`src/rtl/uart_pkg.sv`:
```
// uart_pkg: shared UART state encoding and bit-period helper
package uart_pkg;
    typedef logic [2:0] state_t;
    localparam state_t IDLE   = 3'd0;
    localparam state_t START  = 3'd1;
    localparam state_t DATA   = 3'd2;
    localparam state_t PARITY = 3'd3;
    localparam state_t STOP   = 3'd4;
    function automatic int cycles_per_bit(input int clk_hz, input int bit_rate);
        return clk_hz / bit_rate;
    endfunction
endpackage

```
`src/rtl/uart_tx_serialiser_if.sv`:
```
// uart_tx_serialiser_if: byte request handshake and serial line of the UART transmitter
interface uart_tx_serialiser_if #(
    parameter int PAYLOAD_BITS = 8
) ();
    logic                    uart_tx_en;
    logic [PAYLOAD_BITS-1:0] uart_tx_data;
    logic                    uart_txd;
    logic                    uart_tx_busy;
    logic                    uart_tx_done;
    modport master (
        output uart_tx_en, uart_tx_data,
        input  uart_txd, uart_tx_busy, uart_tx_done
    );
    modport slave (
        input  uart_tx_en, uart_tx_data,
        output uart_txd, uart_tx_busy, uart_tx_done
    );
endinterface

```
`src/rtl/uart_baud_tick.sv`:
```
// uart_baud_tick: bit-period down-counter producing a one-cycle bit_end pulse
module uart_baud_tick
    import uart_pkg::*;
#(
    parameter int BIT_RATE = 9600,
    parameter int CLK_HZ   = 50000000
) (
    input  logic clk,
    input  logic rst,
    input  logic load_i,
    input  logic run_i,
    output logic bit_end_o
);
    localparam int CPB   = cycles_per_bit(CLK_HZ, BIT_RATE);
    localparam int CNT_W = $clog2(CPB + 1);
    localparam logic [CNT_W-1:0] RELOAD = CNT_W'(CPB - 1);
    logic [CNT_W-1:0] cnt_q, cnt_d;
    assign bit_end_o = run_i && cnt_q == '0;
    // reload on accept and at every bit boundary, otherwise count down while a frame runs
    always_comb cnt_d = (load_i || bit_end_o) ? RELOAD : run_i ? cnt_q - CNT_W'(1) : cnt_q;
    // bit-period counter register
    always_ff @(posedge clk or posedge rst)
        if (rst) cnt_q <= '0;
        else cnt_q <= cnt_d;
endmodule

```
`src/rtl/uart_tx_serialiser.sv`:
```
// uart_tx_serialiser: 8N1 UART transmitter; define UART_TX_PARITY_EN to add an even parity bit
module uart_tx_serialiser
    import uart_pkg::*;
#(
    parameter int BIT_RATE     = 9600,
    parameter int CLK_HZ       = 50000000,
    parameter int PAYLOAD_BITS = 8,
    parameter int STOP_BITS    = 1
) (
    input logic               clk,
    input logic               rst,
    uart_tx_serialiser_if.slave tx
);
    localparam int IDX_W = $clog2(PAYLOAD_BITS + STOP_BITS + 1);
`ifdef UART_TX_PARITY_EN
    localparam state_t AFTER_DATA = PARITY;
`else
    localparam state_t AFTER_DATA = STOP;
`endif
    state_t                  state_q, state_d;
    logic [IDX_W-1:0]        idx_q, idx_d;
    logic [PAYLOAD_BITS-1:0] shreg_q, shreg_d;
    logic                    txd_q, txd_d, busy_q, busy_d, done_q, done_d;
    logic                    accept, bit_end, par_bit, last_data, last_stop;
    assign accept    = tx.uart_tx_en && !busy_q;
    assign last_data = idx_q == IDX_W'(PAYLOAD_BITS - 1);
    assign last_stop = idx_q == IDX_W'(STOP_BITS - 1);
    assign tx.uart_txd     = txd_q;
    assign tx.uart_tx_busy = busy_q;
    assign tx.uart_tx_done = done_q;
    uart_baud_tick #(
        .BIT_RATE (BIT_RATE),
        .CLK_HZ   (CLK_HZ)
    ) u_tick (
        .clk       (clk),
        .rst       (rst),
        .load_i    (accept),
        .run_i     (busy_q),
        .bit_end_o (bit_end)
    );
`ifdef UART_TX_PARITY_EN
    logic par_q;
    // even parity of the payload captured with the request
    always_ff @(posedge clk or posedge rst)
        if (rst) par_q <= 1'b0;
        else if (accept) par_q <= ^tx.uart_tx_data;
    assign par_bit = par_q;
`else
    assign par_bit = 1'b1;
`endif
    // state register with registered line outputs so uart_txd never glitches
    always_ff @(posedge clk or posedge rst)
        if (rst) begin
            state_q <= IDLE;
            idx_q   <= '0;
            shreg_q <= '0;
            txd_q   <= 1'b1;
            busy_q  <= 1'b0;
            done_q  <= 1'b0;
        end else begin
            state_q <= state_d;
            idx_q   <= idx_d;
            shreg_q <= shreg_d;
            txd_q   <= txd_d;
            busy_q  <= busy_d;
            done_q  <= done_d;
        end
    // next-state: advance one frame slot per bit_end, shifting payload LSB first
    always_comb begin
        state_d = state_q;
        idx_d   = idx_q;
        shreg_d = shreg_q;
        case (state_q)
            IDLE: if (accept) begin
                state_d = START;
                idx_d   = '0;
                shreg_d = tx.uart_tx_data;
            end
            START: if (bit_end) begin
                state_d = DATA;
                idx_d   = '0;
            end
            DATA: if (bit_end) begin
                shreg_d = shreg_q >> 1;
                idx_d   = last_data ? '0 : idx_q + IDX_W'(1);
                state_d = last_data ? AFTER_DATA : DATA;
            end
            PARITY: if (bit_end) begin
                state_d = STOP;
                idx_d   = '0;
            end
            STOP: if (bit_end) begin
                idx_d   = last_stop ? '0 : idx_q + IDX_W'(1);
                state_d = last_stop ? IDLE : STOP;
            end
            default: state_d = IDLE;
        endcase
    end
    // outputs derived from the upcoming state so the line changes on the same edge
    always_comb begin
        txd_d  = state_d == START ? 1'b0 : state_d == DATA ? shreg_d[0] : state_d == PARITY ? par_bit : 1'b1;
        busy_d = state_d != IDLE;
        done_d = state_q != IDLE && state_d == IDLE;
    end
endmodule

```
`src/flat_wrapper.sv`:
```
// flat-port wrapper written by rule: the top's interface ports become plain ports
module uart_tx_serialiser_flat import uart_pkg::*;
#(
    parameter int BIT_RATE     = 9600,
    parameter int CLK_HZ       = 50000000,
    parameter int PAYLOAD_BITS = 8,
    parameter int STOP_BITS    = 1
)
  (clk, rst, tx_uart_tx_en, tx_uart_tx_data, tx_uart_txd, tx_uart_tx_busy, tx_uart_tx_done);
  uart_tx_serialiser_if #(.PAYLOAD_BITS(PAYLOAD_BITS)) tx_i ();
  input logic clk;
  input logic rst;
  input wire logic [$bits(tx_i.uart_tx_en)-1:0] tx_uart_tx_en;
  input wire logic [$bits(tx_i.uart_tx_data)-1:0] tx_uart_tx_data;
  output wire logic [$bits(tx_i.uart_txd)-1:0] tx_uart_txd;
  output wire logic [$bits(tx_i.uart_tx_busy)-1:0] tx_uart_tx_busy;
  output wire logic [$bits(tx_i.uart_tx_done)-1:0] tx_uart_tx_done;
  assign tx_i.uart_tx_en = tx_uart_tx_en;
  assign tx_i.uart_tx_data = tx_uart_tx_data;
  assign tx_uart_txd = tx_i.uart_txd;
  assign tx_uart_tx_busy = tx_i.uart_tx_busy;
  assign tx_uart_tx_done = tx_i.uart_tx_done;
  uart_tx_serialiser #(.BIT_RATE(BIT_RATE), .CLK_HZ(CLK_HZ), .PAYLOAD_BITS(PAYLOAD_BITS), .STOP_BITS(STOP_BITS)) u_core (.clk(clk), .rst(rst), .tx(tx_i));
endmodule
```
`config.mk`:
```
export PLATFORM = sky130hd
export DESIGN_NAME = uart_tx_serialiser_flat
export DESIGN_NICKNAME = d
export VERILOG_FILES = /design/src/rtl/uart_pkg.sv /design/src/rtl/uart_tx_serialiser_if.sv /design/src/rtl/uart_baud_tick.sv /design/src/rtl/uart_tx_serialiser.sv /design/src/flat_wrapper.sv
export SDC_FILE = /design/constraint.sdc
export NUM_CORES = 1
export LEC_CHECK = 0
export CAP_MARGIN = 20
export CORE_ASPECT_RATIO = 1.5
export CORE_UTILIZATION = 57
export CTS_BUF_LIST = sky130_fd_sc_hd__clkbuf_8 sky130_fd_sc_hd__clkbuf_16
export CTS_CLUSTER_SIZE = 14
export DETAILED_ROUTE_END_ITERATION = 8
export PLACE_DENSITY = 0.75
export SYNTH_ARGS = -nofsm -noshare
export SYNTH_HDL_FRONTEND = slang
export SYNTH_SLANG_ARGS = --single-unit
```
`constraint.sdc`:
```
create_clock -name clk -period 2.5 [get_ports clk]
set_input_delay 0.375 -clock clk [delete_from_list [all_inputs] [get_ports clk]]
set_output_delay 0.375 -clock clk [all_outputs]
set_load 0.005 [all_outputs]
```
==> qor.txt <==
status: finished, final reports clean
XOR/XNOR Fraction of Synth Area: 0.0498
max incr delay on CP: 450 ps
Clock Latency Late Sink: 280 ps
design area: 2030 sq um
Die Wd: 47.4 microns
antenna diode count: 0
worst clock skew: 4.21 ps
CTS tree: built
Final min period: 2070 ps
synth unique cells: 49
Layout Cells excl Fill: 237
Crit path required time: 2710 ps
Avg Cell Area, Syn: 9.83 sq um
DP Wirelength: 2900 microns
final core occ: 0.695
first-pass iteration count of the detailed router: 4
drt drc: 0
DR vias/cell: 6.11
element type at the critical path end: flop
Pwr Density: 766 nW/um^2
most common cell after layout, fill and taps aside: dfrtp_1
period utilisation layout: 0.830
Synth Area in Adders: 0.0213
reg2reg path depth: 6
main combinational cell family by area after synthesis: simple AND/OR/NAND/NOR gates
wirelength, routed: 3830 microns
RePlAce Congestion: 0.912
post-synthesis simple-gate area fraction: 0.283
Wirelength per Cell: 16.2 microns
setup slack, reg-to-reg: 430 ps
slowest CP cell: nor3b_1
Worst Path Arrival: 2290 ps
max-slew violations: 0
gr ovfl total: 0
CP Class: reg -> reg
compound-cell area share of the yosys netlist: 0.151
Hold Buf Count CTS: 0
clock sink count: 31
Post-synth top flop: dfrtp_1
placed cells: 229
CTS root buf: clkbuf_8
syn nets: 193
mux cell area share after synthesis: 0.0227
Initial DRC Count: 49
share of layout cells above drive strength 1: 0.111
Synth Register Bits: 31
maximum vdd drop: 0.000638 V
PnR worst setup slack: 425 ps
Max Buffers Root-to-Sink: 2
ys async rst share: 1.00
Syn. warnings: 0
number of global-route vias before repair: 1520
Worst Tran Pin Value: 727 ps
CORE AREA: 2910 sq um
CTS HTree Levels: 2
Setup Buffers After CTS: 0
synthesized area: 1760 sq um
Reg clk slew, reported paths: 60 ps
critical register-to-register path endpoint: u_core.tx.uart_txd
RR Startpoint: u_core.u_tick.cnt_q[0]
total track usage: 0.267
worst-path cell chain: inv_1 -> ha_1 -> nor3b_1 -> nand4_2 -> a31oi_1 -> a311o_1
worst hold path type: in -> async
Final Net Count: 211
worst-path fanout max: 10
startpoint types: flop
Vias: 1448
CTS Buf Count: 5
die height: 70.1 microns
Top Ports: 14
Max Cap Viol: 0
die area: 3320 sq um
most frequent cells in the layout: 30 x dfrtp_1, 17 x nand2_1, 16 x nor2_1, 13 x clkdlybuf4s50_1, 10 x inv_1
initial antenna violation count: 0
largest net degree at the start of global routing: 32
Syn Inst Count: 179
Layout area overhead: 15.1%
Hold Vio Cnt, Final: 0
placed inst area: 1940 sq um
worst slack at placement: 372 ps
RSZ-0062 raised after global routing: no
Peak Freq: 0.482 GHz
max_slew headroom: 0.508
IO Port Bufs: 13
Routed Antenna Nets: 0
Starting Density: 0.604
CTS resizes: 0
Seq/Total Area, Yosys: 0.441
Setup violations, final: 0
first-pass GRT wire length: 6380 microns
Post-synth EDFFs: 0
setup TNS: 0 ps
Cell Rows: 24
leak pwr: 0.905 nW
==> layout make-up <==
cell class | count | area (sq um)
multi-input cells | 134 | 928
fillers | 235 | 887
flip-flops and latches | 31 | 777
repair buffers | 17 | 160
clock buffers | 5 | 68.8
well taps | 39 | 48.8
inverters | 8 | 30.0
clock inverters | 3 | 12.5
==> report_power, final <==
part | switching [mW] | internal, mW | total, mW | leakage, nW
clock | 0.172 | 0.187 | 0.359 | 0.0505
sequential | 0.144 | 0.620 | 0.764 | 0.388
combinational | 0.221 | 0.207 | 0.428 | 0.467
total | 0.537 | 1.01 | 1.55 | 0.905
==> per-stage QoR <==
stage | hold WS (ps) | power (mW)
floorplan | 473 | 1.04
global placement | 495 | 1.17
detailed placement | 507 | 1.20
CTS | 502 | 1.56
global route | 531 | 1.64
finish | 487 | 1.55
==> flip-flops by register name (all words and copies together) (netlist names) <==
name / cells
u_core.u_tick.cnt_q: 13
u_core.shreg_q: 8
u_core.idx_q: 4
u_core.state_q: 3
u_core.tx.uart_tx_busy: 1
u_core.tx.uart_tx_done: 1
u_core.tx.uart_txd: 1
==> synth_stat cells (all sizes together) (2+ instances only) <==
cell / number / area, sq um
dfrtp: 30 / 751
nand2: 17 / 63.8
nor2: 16 / 60.1
inv: 8 / 30.0
a221o: 7 / 70.1
and3: 7 / 43.8
nand3: 7 / 35.0
o21ai: 7 / 38.8
nand4: 5 / 43.8
xnor2: 5 / 43.8
xor2: 5 / 43.8
a21oi: 4 / 23.8
mux2i: 4 / 40.0
nor3: 4 / 31.3
nor3b: 4 / 35.0
o211ai: 4 / 30.0
buf: 3 / 13.8
clkbuf: 3 / 11.3
ha: 3 / 37.5
nand2b: 3 / 18.8
nand3b: 3 / 22.5
nor4: 3 / 33.8
o31ai: 3 / 22.5
a211o: 2 / 17.5
a31oi: 2 / 12.5
and4b: 2 / 21.3
nor2b: 2 / 12.5
nor4bb: 2 / 20.0
o21a: 2 / 15.0
==> worst max path at each step <==
stage	cells past startpoint	to	startpoint
CTS	6	u_core.idx_q[1]	u_core.u_tick.cnt_q[0]
global placement	6	u_core.shreg_q[5]	tx_uart_tx_en
detailed placement	6	u_core.tx.uart_txd	tx_uart_tx_en
finish	6	u_core.tx.uart_txd	u_core.u_tick.cnt_q[0]
global route	6	u_core.idx_q[1]	u_core.u_tick.cnt_q[0]
floorplan	6	u_core.shreg_q[1]	u_core.u_tick.cnt_q[0]
==> layer usage <==
layer / vias up / GRT usage / routed length [microns]
li1: 694 / - / -
met1: 712 / 0.275 / 1410
met2: 32 / 0.472 / 2200
met3: 10 / 0.0698 / 137
met4: 0 / 0.108 / 81
met5: - / 0 / 0
==> cells by family (layout without fill, tap and decap cells) <==
family / after synthesis / after routing
DFF: 31 / 31
muxes: 4 / 4
and+or+nand+nor: 82 / 82
xor gates and xnor gates: 10 / 10
buffers and inverters: 14 / 33
adders and majority gates: 3 / 3
AOI/OAI and AO/OA: 35 / 35
==> critical path: cells and delay by family (launching register included) <==
kind                     cells  cell delay (ps)
AND/OR/NAND/NOR              2              790
adder cells (fa/ha/maj)      1              180
flip-flops                   1              420
buffers and inverters        1               80
AO/OA/AOI/OAI                2              540
Note: power is estimated with default switching activity, not from simulation.
